**config.mk**
```make
export PLATFORM = sky130hd
export DESIGN_NAME = uart_rx
export DESIGN_NICKNAME = d
export VERILOG_FILES = /design/src/rtl/uart_pkg.sv /design/src/rtl/uart_rx_sync.sv /design/src/rtl/uart_rx.sv
export SDC_FILE = /design/constraint.sdc
export NUM_CORES = 1
export LEC_CHECK = 0
export CAP_MARGIN = 20
export CELL_PAD_IN_SITES_DETAIL_PLACEMENT = 0
export CELL_PAD_IN_SITES_GLOBAL_PLACEMENT = 2
export CORE_AREA = 2 2 73 82
export CTS_CLUSTER_DIAMETER = 200
export DETAILED_ROUTE_END_ITERATION = 7
export DIE_AREA = 0 0 75 84
export GPL_TIMING_DRIVEN = 0
export PLACE_DENSITY = 0.75
export SYNTH_ARGS = -nofsm -noshare
export SYNTH_HDL_FRONTEND = slang
export SYNTH_HIERARCHICAL = 1
export SYNTH_SLANG_ARGS = --single-unit
export TNS_END_PERCENT = 50
```
**constraint.sdc**
```tcl
create_clock -name clk -period 1.68 [get_ports clk]
set_input_delay 0.336 -clock clk [delete_from_list [all_inputs] [get_ports clk]]
set_output_delay 0.336 -clock clk [all_outputs]
set_load 0.05 [all_outputs]
```
**src/rtl/uart_pkg.sv**
```systemverilog
// Shared UART definitions: receiver/transmitter state encoding plus frame helpers.
// Imported by uart_rx; frame_len is also used by uart_tx.
package uart_pkg;

  typedef enum logic [2:0] {
    ST_IDLE   = 3'd0,
    ST_START  = 3'd1,
    ST_DATA   = 3'd2,
    ST_PARITY = 3'd3,
    ST_STOP   = 3'd4,
    ST_DONE   = 3'd5
  } uart_state_t;

  // Bits on the wire for one frame: start + data + optional parity + stop.
  function automatic int unsigned frame_len(input int unsigned frame_bits,
                                            input int unsigned parity_bit,
                                            input int unsigned stop_bits);
    return 32'd1 + frame_bits + ((parity_bit < 32'd2) ? 32'd1 : 32'd0) + stop_bits;
  endfunction

  // Even-sum parity of a word (zero-extend narrower words).
  function automatic logic even_parity(input logic [31:0] word);
    return ^word;
  endfunction

endpackage

```
**src/rtl/uart_rx_sync.sv**
```systemverilog
// Two-flop synchronizer for the asynchronous serial line; resets to the idle level.
module uart_rx_sync (
  input  logic clk,
  input  logic reset,
  input  logic rx,
  output logic rx_s
);

  logic meta_r;

  // Double-register the pin into the clk domain.
  always_ff @(posedge clk) begin
    if (reset) begin
      meta_r <= 1'b1;
      rx_s   <= 1'b1;
    end else begin
      meta_r <= rx;
      rx_s   <= meta_r;
    end
  end

endmodule

```
**src/rtl/uart_rx.sv**
```systemverilog
// Oversampling UART receiver: mid-bit sampling, LSB-first reassembly,
// parity/stop checking and a one-cycle rx_done strobe.
module uart_rx
  import uart_pkg::*;
#(
  parameter int FRAME_BITS = 8,
  parameter int PARITY_BIT = 2,
  parameter int STOP_BITS  = 1,
  parameter int OVERSAMPLE = 16
) (
  input  logic                  clk,
  input  logic                  reset,
  input  logic                  rx,
  output logic [FRAME_BITS-1:0] data,
  output logic                  rx_done,
  output logic                  rx_busy,
  output logic                  parity_error,
  output logic                  framing_error
);

  localparam int CW = $clog2(OVERSAMPLE);
  localparam int IW = $clog2(FRAME_BITS) + 1;
  localparam logic [CW-1:0] CNT_LAST  = CW'(OVERSAMPLE - 1);
  localparam logic [CW-1:0] CNT_HALF  = CW'(OVERSAMPLE / 2 - 1);
  localparam logic [IW-1:0] BIT_LAST  = IW'(FRAME_BITS - 1);
  localparam logic [IW-1:0] STOP_LAST = IW'(STOP_BITS - 1);
  localparam bit            HAS_PARITY = (PARITY_BIT < 2);

  logic                  rx_s;
  uart_state_t           state_r, state_next_s;
  logic [CW-1:0]         cnt_r, cnt_next_s;
  logic [IW-1:0]         bit_idx_r, bit_idx_next_s;
  logic [FRAME_BITS-1:0] shift_r, shift_next_s;
  logic                  par_err_r, par_err_next_s;
  logic                  fr_err_r, fr_err_next_s;
  logic                  armed_r, armed_next_s;

  uart_rx_sync u_sync (
    .clk   (clk),
    .reset (reset),
    .rx    (rx),
    .rx_s  (rx_s)
  );

  // State, counters and registered outputs.
  always_ff @(posedge clk) begin
    if (reset) begin
      state_r       <= ST_IDLE;
      cnt_r         <= '0;
      bit_idx_r     <= '0;
      shift_r       <= '0;
      par_err_r     <= 1'b0;
      fr_err_r      <= 1'b0;
      armed_r       <= 1'b1;
      data          <= '0;
      rx_done       <= 1'b0;
      rx_busy       <= 1'b0;
      parity_error  <= 1'b0;
      framing_error <= 1'b0;
    end else begin
      state_r   <= state_next_s;
      cnt_r     <= cnt_next_s;
      bit_idx_r <= bit_idx_next_s;
      shift_r   <= shift_next_s;
      par_err_r <= par_err_next_s;
      fr_err_r  <= fr_err_next_s;
      armed_r   <= armed_next_s;
      rx_busy   <= (state_next_s != ST_IDLE);
      rx_done   <= (state_next_s == ST_DONE);
      // Outputs are loaded on entry to DONE so they are valid alongside rx_done.
      if (state_next_s == ST_DONE) begin
        data          <= shift_next_s;
        parity_error  <= par_err_next_s;
        framing_error <= fr_err_next_s;
      end else begin
        data          <= data;
        parity_error  <= parity_error;
        framing_error <= framing_error;
      end
    end
  end

  // Next-state decision.
  always_comb begin
    state_next_s = state_r;
    case (state_r)
      ST_IDLE: begin
        if (armed_r && !rx_s) state_next_s = ST_START;
        else                  state_next_s = ST_IDLE;
      end
      ST_START: begin
        if (cnt_r == CNT_HALF) state_next_s = rx_s ? ST_IDLE : ST_DATA;
        else                   state_next_s = ST_START;
      end
      ST_DATA: begin
        if (cnt_r == CNT_LAST && bit_idx_r == BIT_LAST)
          state_next_s = HAS_PARITY ? ST_PARITY : ST_STOP;
        else
          state_next_s = ST_DATA;
      end
      ST_PARITY: begin
        if (cnt_r == CNT_LAST) state_next_s = ST_STOP;
        else                   state_next_s = ST_PARITY;
      end
      ST_STOP: begin
        if (cnt_r == CNT_LAST && bit_idx_r == STOP_LAST) state_next_s = ST_DONE;
        else                                             state_next_s = ST_STOP;
      end
      ST_DONE: state_next_s = ST_IDLE;
      default: state_next_s = ST_IDLE;
    endcase
  end

  // Counters, shift register, error accumulation and re-arm logic.
  always_comb begin
    cnt_next_s     = cnt_r;
    bit_idx_next_s = bit_idx_r;
    shift_next_s   = shift_r;
    par_err_next_s = par_err_r;
    fr_err_next_s  = fr_err_r;
    armed_next_s   = armed_r;
    case (state_r)
      ST_IDLE: begin
        cnt_next_s     = '0;
        bit_idx_next_s = '0;
        if (rx_s) armed_next_s = 1'b1;
        else      armed_next_s = armed_r;
        if (armed_r && !rx_s) begin
          par_err_next_s = 1'b0;
          fr_err_next_s  = 1'b0;
        end else begin
          par_err_next_s = par_err_r;
          fr_err_next_s  = fr_err_r;
        end
      end
      ST_START: begin
        if (cnt_r == CNT_HALF) begin
          cnt_next_s     = '0;
          bit_idx_next_s = '0;
        end else begin
          cnt_next_s     = cnt_r + CW'(1'b1);
        end
      end
      ST_DATA: begin
        if (cnt_r == CNT_LAST) begin
          cnt_next_s   = '0;
          shift_next_s = {rx_s, shift_r[FRAME_BITS-1:1]};
          if (bit_idx_r == BIT_LAST) bit_idx_next_s = '0;
          else                       bit_idx_next_s = bit_idx_r + IW'(1'b1);
        end else begin
          cnt_next_s = cnt_r + CW'(1'b1);
        end
      end
      ST_PARITY: begin
        if (cnt_r == CNT_LAST) begin
          cnt_next_s     = '0;
          par_err_next_s = (rx_s != even_parity(32'(shift_r)));
        end else begin
          cnt_next_s     = cnt_r + CW'(1'b1);
        end
      end
      ST_STOP: begin
        if (cnt_r == CNT_LAST) begin
          cnt_next_s     = '0;
          bit_idx_next_s = bit_idx_r + IW'(1'b1);
          if (!rx_s) fr_err_next_s = 1'b1;
          else       fr_err_next_s = fr_err_r;
        end else begin
          cnt_next_s = cnt_r + CW'(1'b1);
        end
      end
      ST_DONE: begin
        cnt_next_s     = '0;
        bit_idx_next_s = '0;
        // A low stop bit may be a break; wait for the line to go high first.
        if (fr_err_r) armed_next_s = 1'b0;
        else          armed_next_s = armed_r;
      end
      default: begin
        cnt_next_s     = '0;
        bit_idx_next_s = '0;
        armed_next_s   = 1'b1;
      end
    endcase
  end

endmodule

```
# --- After elaboration in Yosys (flattened, before gate mapping) ---
# Cells that the tools add are included.
totals:
  in_bits: 3
  regBits: 36
  elab_cells: 72
  output_inout_bits: 12
classes:
  reduce_logical: 12
  muxes: 27
  eq_ne: 15
  bitwise: 2
  addsub: 2
op_table:
  columns: ["cell", "count"]
  rows:
  - ["$reduce_xor 32->1", 1]
  - ["$mux 4", 6]
  - ["$mux 8", 2]
  - ["$pmux 4 s4", 1]
  - ["$pmux 3 s5", 1]
  - ["$eq 3x3->1 const B", 3]
  - ["$mux 1", 9]
  - ["$add 4x1->4 const B", 2]
  - ["$eq 4x3->1 const B", 2]
  - ["$ne 2x2->1 const B", 4]
  - ["$pmux 4 s2", 1]
  - ["$eq 3x2->1 const B", 2]
  - ["$mux 3", 2]
  - ["$eq 4x4->1 const B", 1]
  - ["$logic_not 4->1", 1]
  - ["$mux 2", 2]
  - ["$pmux 1 s2", 2]
  - ["$reduce_and 4->1", 1]
  - ["$reduce_or 4->1", 1]
  - ["$eq 3x1->1 const B", 1]
  - ["$logic_and 1x1->1", 3]
  - ["$logic_not 3->1", 1]
  - ["$pmux 1 s3", 1]
  - ["$reduce_and 3->1", 1]
  - ["6 further kinds", 7]

# --- Depth between registers and ports, before layout ---
logic_depth:
  word_depth: 5
  ltp_mapped: 7
  ltp_nobuf: 6

# --- By module ---
# The synthesis kept the hierarchy.
modules_own_cells:
  columns: ["module", "cells_per_inst", "seq_area_each_um2", "instances", "area_each_um2"]
  rows:
  - ["uart_rx", 172, 680.7, 1, 1654.1]
  - ["uart_rx_sync", 4, 40.0, 1, 52.6]

# --- Worst setup path before layout ---
# Ideal clock, no wire load.
synth_timing:
  kind: "register to register"
  start: "register cnt_r[0]"
  end: "register data[0]"
  stages_incl_launch_ff: 6
  slack_ns: 0.094
  n_path_buf: 0
  t_required_ns: 1.554
  synth_period_minus_slack_ns: 1.586
  setup_time_ns: 0.126
  t_arrival_ns: 1.461
  cell_sequence: "dfxtp_1 ha_1 nand3_4 nor3_4 mux2i_1 a211oi_2"
synth_via:
  elab_chain_len: 5
  elab_cells_between_ends: 12
  classes_between: "eq/ne: 3; mux: 7; reduce/logical: 2"
synth_lines:
  columns: ["item", "line_no", "text"]
  rows:
  - ["start: declaration", "uart_rx.sv:31", "logic [CW-1:0] cnt_r, cnt_next_s;"]
  - ["start signal: assignment", "uart_rx.sv:62", "cnt_r <= cnt_next_s;"]
  - ["$eq 4x4->1", null, null]
  - ["$logic_and 1x1->1, on equally long branches", "uart_rx.sv:106, uart_rx.sv:96", null]
  - ["$mux 1 or $mux 3 (tied branches)", "uart_rx.sv:106, uart_rx.sv:96", null]
  - ["$pmux 3 s5", "uart_rx.sv:86", "case (state_r)"]
  - ["$eq 3x3->1", "uart_rx.sv:71", "if (state_next_s == ST_DONE) begin"]
  - ["end signal: assignment", "uart_rx.sv:72", "data <= shift_next_s;"]
  - ["end signal: assignment", "uart_rx.sv:76", "data <= data;"]
  - ["end: declaration", "uart_rx.sv:14", "output logic [FRAME_BITS-1:0] data,"]
# Several ways; a longest one is shown, not always the timed one.
# A chain may end at the register's enable or synchronous reset.

# --- Final worst setup path ---
layout_timing:
  start: "register cnt_r[0]"
  end: "register data[2]"
# Same word-level chain as after synthesis.

==> flow_summary.json <==
{
  "wl_per_cell_um": 12.7,
  "final.setup.tns_ns": 0,
  "cts.sinks": 36,
  "antenna_found_initial": 0,
  "syn_inst": 176,
  "io_buffers": 14,
  "overflow": 0,
  "cellLeakagePower_nw": 0.746,
  "yosys_warnings": 6,
  "skew_ns": 0.00507,
  "dieArea_um2": 6300,
  "stdcell_area_um2": 2070,
  "fp-row-count": 29,
  "routabilityCongestion": 0.771,
  "initial_core_util": 0.307,
  "mostFrequentLayoutCells": "dfxtp_1, nor2_1, dlygate4sd2_1, a21oi_1",
  "diodes": 0,
  "placed_area_um2": 1940,
  "hold_depth": 1,
  "drtPass1Iterations": 4,
  "fin_ws_ns": 0.141,
  "crit_start": "cnt_r[0]$_SDFF_PP0_",
  "final_common_cell": "dfxtp_1",
  "syn_area_um2": 1710,
  "synthArstFlopShare": 0,
  "timing.rr.start": "cnt_r[0]$_SDFF_PP0_",
  "first_iter_violations": 59,
  "core-area_um2": 5550,
  "cellPowerDensity_nw_per_um2": 821,
  "wl_um": 3500,
  "crit_path_start_kind": "flop",
  "slew_violations": 0,
  "critical_path_required_ns": 1.86,
  "grt_pass1_wl_um": 6030,
  "ctsRootBufferMaster": "clkbuf_8",
  "io_pins": 15,
  "cp.arrival_ns": 1.72,
  "h-tree-depth": 2,
  "die_w_um": 75,
  "numCtsBuffers": 5,
  "synthToLayoutAreaGrowth_pct": 21.5,
  "clock.fmax_ghz": 0.650,
  "status": "completed",
  "track_usage": 0.126,
  "die_y_um": 84,
  "tritoncts": "built",
  "rsz0062_at_grt": "no",
  "final_util": 0.373,
  "via_count": 1290,
  "worst-path-max-fanout": 8,
  "layout.nets": 204,
  "ys_seq_area_frac": 0.422,
  "r2r-end": "data[2]$_SDFFE_PP0N_",
  "endpoint": "data[2]$_SDFFE_PP0N_",
  "min_period_ns": 1.54,
  "min_period_over_period": 0.916,
  "drive_gt1_frac": 0.181,
  "synthDistinctLibCells": 43,
  "postRouteAntennaNets": 0,
  "clock_latency_ns": 0.29,
  "setup_viol": 0,
  "viasPerCell": 4.67,
  "rrSetupSlack_ns": 0.14,
  "dpl.hpwl_um": 2500,
  "syn-num-nets": 182,
  "dp_slack_ns": -0.155,
  "grt_pass1_vias": 1292,
  "synth_edf_count": 0,
  "grt_max_degree": 13,
  "path_clk_slew_ns": 0.08,
  "drc": 0,
  "ctsLongestPathBuffers": 2,
  "critical_path_class": "reg -> reg",
  "cap_violations": 0,
  "timing_hold_violations_final": 0,
  "ys_seq_elements": 36,
  "reg2regPathDepth": 6,
  "irDropWorstVdd_uv": 418,
  "end_kind": "flop",
  "hold_path.class": "reg -> reg",
  "synthFlopType": "dfxtp_1",
  "worst_pin_slew_ns": 0.489,
  "max_slew_margin": 0.674,
  "synth.avg_cell_area_um2": 9.70
}
==> where the power goes <==
part	switching [mW]	leakage [nW]	internal, mW
registers	0.00665	0.290	0.859
logic	0.0425	0.401	0.0279
clock network	0.327	0.0541	0.439
==> worst max-delay path, cell delays in order (launching register included) <==
cell and delay [ns]:
dfxtp_1 0.36, ha_2 0.24, nand3_4 0.11, nor3_4 0.16
buf_12 0.16, mux2i_1 0.29, a211oi_2 0.11
==> repair_timing <==
action,CTS,global route
gates cloned,0,0
hold buffers,0,0
setup buffers,1,0
resized for setup,12,6
setup endpoints to repair,28,8
pin swaps,1,0
==> sequential cells by signal (all words and copies together) (netlist names) <==
register and count:
fr_err_r 1, u_sync/meta_r 1, data 8, armed_r 1, parity_error 1, bit_idx_r 4
state_r 3, rx_busy 1, u_sync/rx_s 1, cnt_r 4, shift_r 8, framing_error 1
par_err_r 1, rx_done 1
==> stage by stage <==
step                power (mW)  hold WS, ns  instances
detailed placement       0.957        0.394        267
floorplan                0.933        0.385        176
global placement         0.956        0.391        267
global route              1.77        0.435        276
CTS                       1.73        0.412        276
finish                    1.70        0.410        276
==> how the worst min path moves through the flow <==
stage                                  start                     end  slack, ns
finish              u_sync/meta_r$_SDFF_PP1_  u_sync/rx_s$_SDFF_PP1_       0.41
global route        u_sync/meta_r$_SDFF_PP1_  u_sync/rx_s$_SDFF_PP1_       0.44
detailed placement  u_sync/meta_r$_SDFF_PP1_  u_sync/rx_s$_SDFF_PP1_       0.39
CTS                 u_sync/meta_r$_SDFF_PP1_  u_sync/rx_s$_SDFF_PP1_       0.41
floorplan           u_sync/meta_r$_SDFF_PP1_  u_sync/rx_s$_SDFF_PP1_       0.39
global placement    u_sync/meta_r$_SDFF_PP1_  u_sync/rx_s$_SDFF_PP1_       0.39
==> Yosys cell counts, types with 4 or more instances <==
library cell  count  area [um^2]
a211oi_2          8          100
a21oi_1          10         50.1
buf_6             4         45.0
dfxtp_1          36          721
mux2i_1           9         90.1
nand2_1           6         22.5
nand2b_1          4         25.0
nand3_1           5         25.0
nor2_1           29          109
nor3_1            5         25.0
o21ai_0           6         30.0
xnor2_1           9         78.8
==> routing by layer <==
layer / vias up / wire length (um) / track usage
met5: - / 0 / 0
met4: 0 / 52 / 0.0552
met3: 8 / 111 / 0.0374
met2: 18 / 1700 / 0.195
met1: 615 / 1630 / 0.158
li1: 649 / - / -
==> cells by family (layout without fill, tap and decap cells) <==
family	count (synthesis)	after routing	share of synthesized area
multiplexers	9	9	0.0528
AND/OR/NAND/NOR	67	67	0.214
adder cells (fa/ha/maj)	3	3	0.0220
flip-flops	36	36	0.422
buffers and inverters	14	37	0.0608
XOR/XNOR	12	12	0.0697
AO/OA/AOI/OAI	35	35	0.158
==> final cells by class <==
class,count,area [um^2]
clock inverter,3,42.5
tap,77,96.3
multi-input combinational,126,893
buffer,10,90.1
fill,584,3480
sequential,36,722
inverter,4,15.0
clock buffer,5,68.8
timing repair buffer,15,145
Power figures use the tool's default switching activity.
